<file path="src/rtl/cordic_pkg.sv">
// Shared definitions for the CORDIC phase extractor.
//   - FSM state encoding
//   - datapath widths (input 17, internal 20, phase 16, magnitude 18)
//   - atan(2^-i) table in 0..65535-per-turn units
//   - saturating absolute value used when folding into the first quadrant
package cordic_pkg;

    localparam int IN_W  = 17;
    localparam int DP_W  = 20;
    localparam int PH_W  = 16;
    localparam int MAG_W = 18;

    typedef enum logic [1:0] {
        S_IDLE = 2'd0,
        S_LOAD = 2'd1,
        S_ITER = 2'd2,
        S_DONE = 2'd3
    } state_e;

    // round(atan(2^-i) * 65536 / (2*pi))
    function automatic logic [PH_W-1:0] atan_lut(input logic [3:0] idx);
        logic [PH_W-1:0] v;
        case (idx)
            4'd0:    v = 16'd8192;
            4'd1:    v = 16'd4836;
            4'd2:    v = 16'd2555;
            4'd3:    v = 16'd1297;
            4'd4:    v = 16'd651;
            4'd5:    v = 16'd326;
            4'd6:    v = 16'd163;
            4'd7:    v = 16'd81;
            4'd8:    v = 16'd41;
            4'd9:    v = 16'd20;
            4'd10:   v = 16'd10;
            4'd11:   v = 16'd5;
            4'd12:   v = 16'd3;
            4'd13:   v = 16'd1;
            4'd14:   v = 16'd1;
            default: v = 16'd0;
        endcase
        return v;
    endfunction

    // |v| for a sign-extended 17-bit sample; -65536 has no positive
    // 17-bit twin, so it is pinned to 65535.
    function automatic logic signed [DP_W-1:0] sat_abs(input logic signed [DP_W-1:0] v);
        logic signed [DP_W-1:0] r;
        if (v == -20'sd65536)
            r = 20'sd65535;
        else if (v < 0)
            r = -v;
        else
            r = v;
        return r;
    endfunction

endpackage

</file>
<file path="src/rtl/atan_rom.sv">
// Combinational atan lookup for the CORDIC iteration index.
//   idx_i  : iteration number 0..15
//   atan_o : atan(2^-idx) in phase units (65536 per turn)
module atan_rom
    import cordic_pkg::*;
(
    input  logic [3:0]      idx_i,
    output logic [PH_W-1:0] atan_o
);

    assign atan_o = atan_lut(idx_i);

endmodule

</file>
<file path="src/rtl/phase_extract.sv">
// Iterative CORDIC vectoring engine: converts an (x, y) sample into an
// unsigned 16-bit phase (0..65535 = 0..2pi) and a gain-scaled magnitude.
//   clk, rst_n     : clock, asynchronous active-low reset
//   en             : start pulse, only looked at while idle
//   x_in, y_in     : signed 17-bit I/Q sample
//   busy           : computation in flight (through the finish cycle)
//   finish_phase   : one-cycle result strobe
//   phase_out      : phase result, held until the next result
//   mag_out        : ~1.6468*sqrt(x^2+y^2), held until the next result
module phase_extract
    import cordic_pkg::*;
#(
    parameter int ITER = 16
) (
    input  logic                   clk,
    input  logic                   rst_n,
    input  logic                   en,
    input  logic signed [IN_W-1:0] x_in,
    input  logic signed [IN_W-1:0] y_in,
    output logic                   busy,
    output logic                   finish_phase,
    output logic [PH_W-1:0]        phase_out,
    output logic [MAG_W-1:0]       mag_out
);

    state_e                 state_q;
    logic signed [DP_W-1:0] x_q, y_q, z_q;
    logic [3:0]             cnt_q;
    logic                   qx_q, qy_q;      // original signs of x and y
    logic                   busy_q, fin_q;
    logic [PH_W-1:0]        phase_q;
    logic [MAG_W-1:0]       mag_q;

    logic [PH_W-1:0]        atan_w;
    logic signed [DP_W-1:0] atan_ext, x_sh, y_sh;
    logic signed [DP_W-1:0] x_it_d, y_it_d, z_it_d;
    logic [PH_W-1:0]        ang_d, phase_d;

    atan_rom u_atan_rom (
        .idx_i  (cnt_q),
        .atan_o (atan_w)
    );

    assign atan_ext = $signed({4'b0, atan_w});
    // Both shifts take the pre-update registers, so x and y move together.
    assign x_sh     = x_q >>> cnt_q;
    assign y_sh     = y_q >>> cnt_q;

    always_comb begin
        x_it_d = x_q;
        y_it_d = y_q;
        z_it_d = z_q;
        if (!y_q[DP_W-1]) begin
            x_it_d = x_q + y_sh;
            y_it_d = y_q - x_sh;
            z_it_d = z_q + atan_ext;
        end else begin
            x_it_d = x_q - y_sh;
            y_it_d = y_q + x_sh;
            z_it_d = z_q - atan_ext;
        end
    end

    // Residual rotation can leave z a few LSB outside the first quadrant;
    // clamp before unfolding so the quadrant arithmetic never wraps.
    always_comb begin
        ang_d = '0;
        if (z_q < 0)
            ang_d = '0;
        else if (z_q > 20'sd16384)
            ang_d = 16'd16384;
        else
            ang_d = z_q[PH_W-1:0];

        case ({qx_q, qy_q})
            2'b00:   phase_d = ang_d;
            2'b10:   phase_d = 16'd32768 - ang_d;
            2'b11:   phase_d = 16'd32768 + ang_d;
            default: phase_d = 16'd0 - ang_d;     // 65536 - a, mod 2^16
        endcase

        // A zero vector never rotates, so z would sum the whole table;
        // the magnitude being zero identifies that case.
        if (x_q == '0)
            phase_d = '0;
    end

    always_ff @(posedge clk or negedge rst_n) begin
        if (!rst_n) begin
            state_q <= S_IDLE;
            x_q     <= '0;
            y_q     <= '0;
            z_q     <= '0;
            cnt_q   <= '0;
            qx_q    <= 1'b0;
            qy_q    <= 1'b0;
            busy_q  <= 1'b0;
            fin_q   <= 1'b0;
            phase_q <= '0;
            mag_q   <= '0;
        end else begin
            fin_q <= 1'b0;
            case (state_q)
                S_IDLE: begin
                    // busy stays up through the finish cycle, then drops
                    // unless a new request arrives in that same cycle.
                    busy_q <= en;
                    if (en) begin
                        x_q     <= DP_W'(x_in);
                        y_q     <= DP_W'(y_in);
                        state_q <= S_LOAD;
                    end
                end
                S_LOAD: begin
                    qx_q    <= x_q[DP_W-1];
                    qy_q    <= y_q[DP_W-1];
                    x_q     <= sat_abs(x_q);
                    y_q     <= sat_abs(y_q);
                    z_q     <= '0;
                    cnt_q   <= '0;
                    state_q <= S_ITER;
                end
                S_ITER: begin
                    x_q   <= x_it_d;
                    y_q   <= y_it_d;
                    z_q   <= z_it_d;
                    cnt_q <= cnt_q + 4'd1;
                    if (cnt_q == 4'(ITER - 1))
                        state_q <= S_DONE;
                end
                S_DONE: begin
                    phase_q <= phase_d;
                    mag_q   <= x_q[MAG_W-1:0];
                    fin_q   <= 1'b1;
                    state_q <= S_IDLE;
                end
                default: state_q <= S_IDLE;
            endcase
        end
    end

    assign busy         = busy_q;
    assign finish_phase = fin_q;
    assign phase_out    = phase_q;
    assign mag_out      = mag_q;

endmodule

</file>
<file path="config.mk">
export PLATFORM = sky130hd
export DESIGN_NAME = phase_extract
export DESIGN_NICKNAME = d
export VERILOG_FILES = /design/src/rtl/cordic_pkg.sv /design/src/rtl/atan_rom.sv /design/src/rtl/phase_extract.sv
export SDC_FILE = /design/constraint.sdc
export NUM_CORES = 1
export LEC_CHECK = 0
export ABC_CLOCK_PERIOD_IN_PS = 7000
export CAP_MARGIN = 20
export CELL_PAD_IN_SITES_DETAIL_PLACEMENT = 1
export CELL_PAD_IN_SITES_GLOBAL_PLACEMENT = 1
export CORE_ASPECT_RATIO = 0.9
export CORE_UTILIZATION = 47
export DETAILED_ROUTE_END_ITERATION = 7
export GPL_ROUTABILITY_DRIVEN = 0
export PLACE_DENSITY = 0.84
export SLEW_MARGIN = 20
export SYNTH_ARGS = -nofsm -noshare
export SYNTH_HDL_FRONTEND = slang
export SYNTH_SLANG_ARGS = --single-unit
export TNS_END_PERCENT = 30
</file>
<file path="constraint.sdc">
create_clock -name clk -period 7 [get_ports clk]
set_input_delay 0.7 -clock clk [delete_from_list [all_inputs] [get_ports clk]]
set_output_delay 0.7 -clock clk [all_outputs]
set_load 0.02 [all_outputs]
</file>
## Word level (Yosys, flattened, before mapping)

Memory sizes are Yosys's and may differ from the RTL's.
Cells that the tools add are included.

| word-level totals | value |
|---|---|
| bits in registers | 104 |
| latch bits | 0 |
| memory bits (writable) | 0 |
| bits in read-only memories | 224 |
| bits of input ports | 37 |
| memories kept | 1 |

Memories:

| name | depth | width | read ports | clocked after Yosys merged registers in | write ports | RTL line | text |
|---|---|---|---|---|---|---|---|
| (name not given) | 16 | 14 | 1 | 0 | 0 | cordic_pkg.sv:23 | `case (idx)` |

| operators by class | value |
|---|---|
| add/sub/neg operators | 12 |
| $mul | 0 |
| div/mod/pow operators | 0 |
| order comparisons | 4 |
| eq/ne operators | 12 |
| shift operators | 2 |
| mux-type cells | 21 |
| bitwise logic cells | 0 |
| reduce and logical (&&, ||, !) cells | 8 |

Operator list:

| operator | count |
|---|---|
| 20-bit two-way mux | 9 |
| 20-bit case mux with 3 select lines | 2 |
| 20-bit by 1-bit less-than comparator with 1-bit output, second input constant | 3 |
| 16-bit two-way mux | 3 |
| 16-bit case mux with 3 select lines | 1 |
| 20-bit adder | 2 |
| 20-bit by 17-bit equality test with 1-bit output, second input constant | 2 |
| 20-bit negation | 2 |
| 20-bit case mux with 2 select lines | 1 |
| 20-bit by 4-bit >>> shifter with 20-bit output | 2 |
| 20-bit subtractor | 2 |
| 20-bit by 17-bit adder with 20-bit output | 1 |
| 20-bit by 16-bit > comparator with 1-bit output, second input constant | 1 |
| 20-bit zero test | 1 |
| 20-bit by 17-bit subtractor with 20-bit output | 1 |
| 16-bit adder, first input constant | 1 |
| 1-bit by 16-bit subtractor with 16-bit output, first input constant | 1 |
| 16-bit subtractor, first input constant | 1 |
| 2-bit equality test, second input constant | 4 |
| 2-bit case mux with 4 select lines | 1 |
| 4-bit case mux with 2 select lines | 1 |
| 3-bit inequality test, second input constant | 2 |
| 3-bit AND reduction | 2 |
| 4-bit by 1-bit adder with 4-bit output, second input constant | 1 |
| other kinds (9) | 12 |

## Depth between registers and ports, before layout

Gate-level depths: netlist of the first run.

| logic depth | value |
|---|---|
| word-level depth | 6 |
| gate-level depth with buffers | 25 |

## Hierarchy

A second synthesis of the first run with hierarchy kept.

| second synthesis, totals | value |
|---|---|
| cells, all modules | 1,534 |
| area total of the unflattened synthesis | 12,378.1 um^2 |

Modules (own cells, without submodules):

| module | times used | cells an instance | area an instance (um^2) |
|---|---|---|---|
| phase_extract | 1 | 1,481 | 12,005.3 |
| atan_rom | 1 | 53 | 372.9 |

## Worst setup path before layout of the first run

Ideal clock, no wire load.

| timing path | value |
|---|---|
| path kind | reg-to-reg |
| from | reg cnt_q[3] |
| to | reg x_q[19] |
| setup time | 0.096 ns |
| arrival time | 4.758 ns |
| path slack | 2.146 ns |
| cell stages (with the launch flop) | 25 |
| buffers on the path | 7 |
| path through | dfrtp_1 clkbuf_1 buf_2 buf_2 buf_1 clkbuf_1 clkbuf_1 buf_1 nand2_1 o21ai_0 ha_1 nor3b_2 nand3b_2 nor2_1 nor2_1 a21oi_1 o22ai_1 ha_1 a21o_1 a211oi_1 a21oi_1 a31oi_1 o21ai_0 xnor2_1 o31ai_1 |

| between the ends | value |
|---|---|
| cells in the longest elaborated chain, start to end | 4 |

RTL lines:

| what | RTL line | text |
|---|---|---|
| start, declared | phase_extract.sv:28 | `logic [3:0] cnt_q;` |
| start signal, assigned | phase_extract.sv:127 | `cnt_q <= cnt_q + 4'd1;` |
| 20-bit by 4-bit >>> shifter with 20-bit output (*) | phase_extract.sv:47 | `assign y_sh = y_q >>> cnt_q;` |
| 20-bit adder / 20-bit subtractor (equally long branches) | phase_extract.sv:54, phase_extract.sv:58 |  |
| 20-bit two-way mux (*) | phase_extract.sv:53 | `if (!y_q[DP_W-1]) begin` |
| 20-bit case mux with 3 select lines (*) | phase_extract.sv:103 | `case (state_q)` |
| end signal, assigned | phase_extract.sv:109 | `x_q <= DP_W'(x_in);` |
| end signal, assigned | phase_extract.sv:117 | `x_q <= sat_abs(x_q);` |
| end signal, assigned | phase_extract.sv:124 | `x_q <= x_it_d;` |
| end, declared | phase_extract.sv:27 | `logic signed [DP_W-1:0] x_q, y_q, z_q;` |

Mark *: on every way between the ends. The rest lies on a longest branch, timed or not.
A chain may end at the register's enable or synchronous reset.

## Worst setup path in the final report of the first run

| timing path | value |
|---|---|
| from | reg cnt_q[2] |
| to | reg y_q[18] |

| between the ends | value |
|---|---|
| cells in the longest elaborated chain, start to end | 4 |

RTL lines:

| what | RTL line | text |
|---|---|---|
| 20-bit by 4-bit >>> shifter with 20-bit output (*) | phase_extract.sv:46 | `assign x_sh = x_q >>> cnt_q;` |
| 20-bit subtractor / 20-bit adder (equally long branches) | phase_extract.sv:55, phase_extract.sv:59 |  |
| 20-bit two-way mux (*) | phase_extract.sv:53 |  |
| 20-bit case mux with 3 select lines (*) | phase_extract.sv:103 |  |
| end signal, assigned | phase_extract.sv:110 | `y_q <= DP_W'(y_in);` |
| end signal, assigned | phase_extract.sv:118 | `y_q <= sat_abs(y_q);` |
| end signal, assigned | phase_extract.sv:125 | `y_q <= y_it_d;` |
| end, declared | phase_extract.sv:27 |  |

Marked as above.

==> reports/qor.yml, run 1 <==
floorplanning:
  pin_count: 73
  core_area_um2: 26100
  dieWidth_um: 174
  initial_core_util: 0.478
  row_count: 56
  chipHeight_um: 156
  die_area_um2: 27100
synth:
  synth.distinct_cells: 90
  syn-num-nets: 1639
  yosysSeqAreaShare: 0.209
  synth-simple-area-share: 0.172
  ys.flop_type: "dfrtp_1"
  syn_inst: 1517
  synth_area_um2: 12400
  yosysWarnings: 0
  synth_top_area_frac: 0.209
  async_flop_share: 1.00
  synthTopCellsByArea: "dfrtp_1 21%, ha_1 8.2%, mux4_2 6.5%"
  synth-adder-area-share: 0.0872
  synth_compound_area_frac: 0.239
  yosys.area.top_type: "dfrtp_1"
  synth_edf_count: 0
  synthXorXnorAreaFrac: 0.0871
  muxShareOfSynthArea: 0.145
  synth_seq_cells: 104
  syn-mean-instance-area_um2: 8.21
  synth_top_family_by_area: "compound AO/OA/AOI/OAI gates"
drt:
  drtAntennaViolNets: 0
  drtPass1Iterations: 5
  routed_wl_um: 44700
  via_count: 12400
  drc: 0
  via_per_inst: 6.66
  drt-wirelength-per-cell_um: 23.9
  initialDrtViolationCount: 1121
setup_path:
  path_buf_inv: 3
  r2r_start: "cnt_q[2]$_DFFE_PN0N_"
  critPathLaunchType: "flop"
  startpoint: "cnt_q[2]$_DFFE_PN0N_"
  critPathMaxStageDelay_ps: 980
  critPathArrivalTime_ps: 5900
  slowest_stage: "dfrtp_2"
  cp_cell_sequence: "buf_4 > mux2i_1 > o22ai_1 > a21oi_1 > o21ai_0 > inv_1 > ha_1 > mux2_2 > inv_1 > fa_1 > nor2b_1 > o211ai_1 > a32oi_1 > a41oi_1 > o21a_1 > o21ai_0 > a211oi_1 > a41oi_1 > o221ai_1"
  crit_type: "flop to flop"
  cp_max_fo: 45
  endpoint_kind: "flop"
  crit_required_ps: 7230
  cp_top_family: "compound AO/OA/AOI/OAI gates"
  rrSetupSlack_ps: 1330
sta:
  fin_crit_sh: 0.811
  final_max_slew_viol_count: 0
  hold_viol_final: 0
  final-setup-viol-count: 0
  tightest_slew_ps: 1090
  fin_crit_ps: 5670
  fmax_mhz: 176
  rsz0062_at_grt: "false"
  clock-skew-final_ps: 17.2
  tns_ps: 0
  maxSlewHeadroom: 0.263
grt:
  grt_busiest_layer: "met2"
  grt_util_met1: 0.449
  antenna_found_initial: 1
  grt_first_pass_wirelength_um: 71300
  grt_pass1_vias: 12700
  use_met2: 0.527
  overflow: 0
  grt_use_total: 0.332
  grt_util_met3: 0.0527
  grt_max_degree: 71
clock_tree:
  cts_made_buffers: 9
  clk_latency_ps: 370
  cts_resized: 0
  clock_path_buffers: 2
  root_buffer: "clkbuf_16"
  postCtsSetupBuffers: 0
  ctsHoldBuffers: 0
  cts_tree: "yes"
  path_clk_slew_ps: 90
  clock_sinks: 104
  htreeDepth: 3
job:
  cap_violations: 0
layout:
  num-fill-cells: 3162
  final_common_cell: "nand2_1"
  area.sequential_um2: 2610
  multi_input_comb_area_um2: 9130
  final_cell_mix: "161 x nand2_1, 116 x o21ai_0, 116 x a21oi_1"
  fin_nets: 1633
  synthToLayoutAreaGrowth_pct: 9.50
  drive_above_1_share: 0.100
place:
  dp_hpwl_um: 32500
  port_buffers: 72
outcome:
  status: "finished, final reports clean"
worst_hold_path:
  hp-class: "input port to asynchronous set/reset pin"
per-stage QoR:
step	setup slack [ps]	instance area [um2]	hold WS, ps	cells	util
after global routing	961	13600	333	1864	0.523
after CTS	1270	13600	325	1864	0.522
after floorplan	2150	12400	404	1517	-
after detailed placement	1420	13300	498	1848	0.510
after global placement	1640	13300	492	1848	0.510
final	1330	13600	305	1865	0.523
synth_stat cells, drive strengths merged, types with 12 or more instances:
cell type,number
nand2,161
o21ai,122
a21oi,116
dfrtp,104
nor2,103
xnor2,84
ha,82
clkbuf,81
inv,62
mux4,42
mux2i,41
xor2,39
mux2,38
nor3,37
o22ai,36
buf,31
a21o,24
nand3,21
a31oi,18
nor2b,17
or3,17
a211oi,16
o211ai,16
o21a,15
nand2b,13
and2,12
flip-flops by register name (all words and copies together), names as in the netlist:
signal / flops
cnt_q: 4
y_q: 20
qx_q: 1
finish_phase: 1
phase_out: 16
busy: 1
state_q: 2
x_q: 20
mag_out: 18
z_q: 20
qy_q: 1
worst register-to-register path, cell delays in order (launching register included):
cell and delay (ps):
dfrtp_2 980, buf_4 400, mux2i_1 180, o22ai_1 230, a21oi_1 80, o21ai_0 380, inv_1 130, ha_1 300
mux2_2 150, inv_1 70, fa_1 430, nor2b_1 190, o211ai_1 160, a32oi_1 370, a41oi_1 280, o21a_1 290
o21ai_0 380, a211oi_1 160, a41oi_1 230, o221ai_1 160
cell families after synthesis:
family	count (synthesis)
AOI/OAI and AO/OA	465
and+or+nand+nor	442
buffers and inverters	177
xor gates and xnor gates	123
muxes	121
DFF	104
adders and majority gates	85
cell type report:
class                   count  share of cell area
multi-input cells        1236               0.670
flip-flops and latches    104               0.192
repair buffers             95              0.0654
well taps                 348              0.0319
inverters                  65              0.0179
clock buffers               9              0.0165
clock inverters             7             0.00698
diodes                      1            0.000184
routing by layer:
metal	up-vias	routed length (um)
li1	5546	-
met1	6221	19500
met2	539	20200
met3	121	3310
met4	0	1650
met5	-	0
final timing paths:
kind,end,cells past startpoint
hold / removal,cnt_q[1]$_DFFE_PN0N_,1
setup / recovery,y_q[18]$_DFFE_PN0P_,19
min in group clk,mag_out[14]$_DFFE_PN0P_,1
max in group asynchronous,x_q[10]$_DFFE_PN0P_,2
hold reg to reg,mag_out[14]$_DFFE_PN0P_,1
setup reg to reg,y_q[18]$_DFFE_PN0P_,19
Power of run 1 is left out: the tool's default activity adds up to more than one toggle a clock period on the data nets, which glitch-free logic cannot reach.
==> run 2: changes to the inputs <==
- ABC_CLOCK_PERIOD_IN_PS: 7000 -> 5600
- clock period: 7 -> 5.6 ns (I/O delays scaled with it)
==> run 2 against run 1 <==
Effect of this change: flip-flop and latch count unchanged; critical path depth fell by 1; die area is the same; register-to-register slack worse by 940 ps; critical path type unchanged; highest routed layer unchanged; largest cell class unchanged; clock skew up 2.1 ps; cell count up 1.2%; worst hold slack got worse by 35 ps; maximum frequency is 8.7% higher.
==> reports/qor.yml, run 2 (same netlist as run 1, synthesis figures left out) <==
outcome:
  status: "finished, final reports clean"
place:
  dp_hpwl_um: 33200  # +2.0%
  port_buffers: 72  # unchanged
clock_tree:
  clock_sinks: 104  # unchanged
  postCtsSetupBuffers: 0  # unchanged
  cts_resized: 0  # unchanged
  clock_path_buffers: 2  # unchanged
  root_buffer: "clkbuf_16"
  cts_tree: "yes"
  path_clk_slew_ps: 90  # about the same
  ctsHoldBuffers: 0  # unchanged
  cts_made_buffers: 9  # unchanged
  clk_latency_ps: 380  # about the same
  htreeDepth: 3  # unchanged
drt:
  drtAntennaViolNets: 0  # unchanged
  drtPass1Iterations: 7  # +2
  initialDrtViolationCount: 1221  # +8.9%
  drt-wirelength-per-cell_um: 23.7  # -1.1%
  via_count: 12500  # +0.56%
  routed_wl_um: 44700  # about the same
  via_per_inst: 6.62  # -0.67%
  drc: 0  # unchanged
setup_path:
  critPathLaunchType: "flop"
  slowest_stage: "dfrtp_4"
  crit_type: "flop to flop"
  cp_common_cell: "a21oi_1"
  critPathMaxStageDelay_ps: 680  # -300 ps
  critPathArrivalTime_ps: 5510  # -390 ps
  cp_top_family: "compound AO/OA/AOI/OAI gates"
  crit_required_ps: 5890  # -1340 ps
  endpoint_kind: "flop"
  cp_cell_sequence: "buf_12 > mux4_2 > mux2i_1 > mux2i_1 > a211oi_2 > and2_1 > a21oi_1 > xnor2_1 > ha_1 > a21oi_1 > o221a_2 > o21ai_0 > o21bai_1 > a21oi_1 > a31oi_1 > o21ai_0 > xnor2_1 > o31ai_1"
  path_buf_inv: 1  # -2
  cp_max_fo: 27  # -40%
  rrSetupSlack_ps: 380  # -940 ps
sta:
  fmax_mhz: 192  # +8.7%
  hold_viol_final: 0  # unchanged
  fin_crit_sh: 0.932  # +0.121
  tns_ps: 0  # unchanged
  maxSlewHeadroom: 0.352  # +0.0888
  rsz0062_at_grt: "false"
  final-setup-viol-count: 0  # unchanged
  fin_crit_ps: 5220  # -456 ps
  clock-skew-final_ps: 19.3  # +2.12 ps
  final_max_slew_viol_count: 0  # unchanged
  tightest_slew_ps: 960  # -132 ps
floorplanning:
  row_count: 56  # unchanged
  core_area_um2: 26100  # unchanged
  chipHeight_um: 156  # unchanged
  die_area_um2: 27100  # unchanged
  dieWidth_um: 174  # unchanged
  initial_core_util: 0.478  # unchanged
  pin_count: 73  # unchanged
grt:
  antenna_found_initial: 0  # -1
  grt_first_pass_wirelength_um: 70700  # -0.81%
  grt_use_total: 0.329  # -0.00281
  grt_pass1_vias: 12800  # +0.31%
  grt_max_degree: 57  # -20%
  overflow: 0  # unchanged
layout:
  final_common_cell: "nand2_1"
  final_cell_mix: "161 x nand2_1, 115 x a21oi_1, 114 x o21ai_0"
  drive_above_1_share: 0.116  # +0.0153
  fin_nets: 1657  # +1.5%
  reg_top3: "x_q (20), y_q (20), z_q (20)"
  synthToLayoutAreaGrowth_pct: 11.2
  num-fill-cells: 3173  # +0.35%
  diodes: 0  # -1
worst_hold_path:
  hp-class: "input port to asynchronous set/reset pin"
job:
  cap_violations: 0  # unchanged
[run 2: cell count changes in the layout (fill, tap and decap cells not counted), sizes merged]
cell,delta
buf,+24
bufinv,-1
clkinv,+1
clkinvlp,+1
diode,-1
inv,-1
[run 2: worst reg2reg max path: stages, from the launching register on]
cell and delay (ps):
dfrtp_4 680, buf_12 260, mux4_2 580, mux2i_1 490, mux2i_1 290, a211oi_2 380, and2_1 220, a21oi_1 90
xnor2_1 220, ha_1 320, a21oi_1 290, o221a_2 240, o21ai_0 80, o21bai_1 160, a21oi_1 120, a31oi_1 250
o21ai_0 160, xnor2_1 150, o31ai_1 190
[run 2: path summary, 6_finish.rpt]
| kind | from | endpoint | cells after the start |
|---|---|---|---|
| max in group asynchronous | rst_n | cnt_q[0]$_DFFE_PN0N_ | 2 |
| worst max register to register | cnt_q[1]$_DFFE_PN0N_ | x_q[19]$_DFFE_PN0P_ | 18 |
| min in group clk | mag_out[7]$_DFFE_PN0P_ | mag_out[7]$_DFFE_PN0P_ | 1 |
| worst min register to register | mag_out[7]$_DFFE_PN0P_ | mag_out[7]$_DFFE_PN0P_ | 1 |
| worst max-delay path | cnt_q[1]$_DFFE_PN0N_ | x_q[19]$_DFFE_PN0P_ | 18 |
| worst min-delay path | rst_n | z_q[11]$_DFFE_PN0N_ | 1 |
[run 2: final cells by class]
class | count | area (um2) | share of cell area
Timing Repair Buffer | 119 | 1100 | 0.0792
Sequential cell | 104 | 2610 | 0.189
Clock inverter | 7 | 92.6 | 0.00669
Multi-Input combinational cell | 1236 | 9140 | 0.660
Clock buffer | 9 | 225 | 0.0163
Tap cell | 348 | 435 | 0.0315
Inverter | 65 | 244 | 0.0176
[run 2: layer usage]
layer | part of all wire | global-route usage
met2 | 0.46 | 0.539
met3 | 0.078 | 0.0576
met5 | 0 | 0
met4 | 0.027 | 0.105
met1 | 0.43 | 0.440
[run 2: through the flow]
step | instances | area (um2) | worst slack [ps] | utilization | hold WS [ps]
2_1_floorplan | 1517 | 12400 | 746 | - | 264
3_3_place_gp | 1872 | 13500 | 313 | 0.518 | 490
3_5_place_dp | 1872 | 13500 | 114 | 0.518 | 496
4_1_cts | 1888 | 13800 | 41.6 | 0.530 | 294
5_1_grt | 1888 | 13800 | 14.4 | 0.531 | 324
6_report | 1888 | 13800 | 382 | 0.531 | 269
Power of run 2 is left out for the same reason.
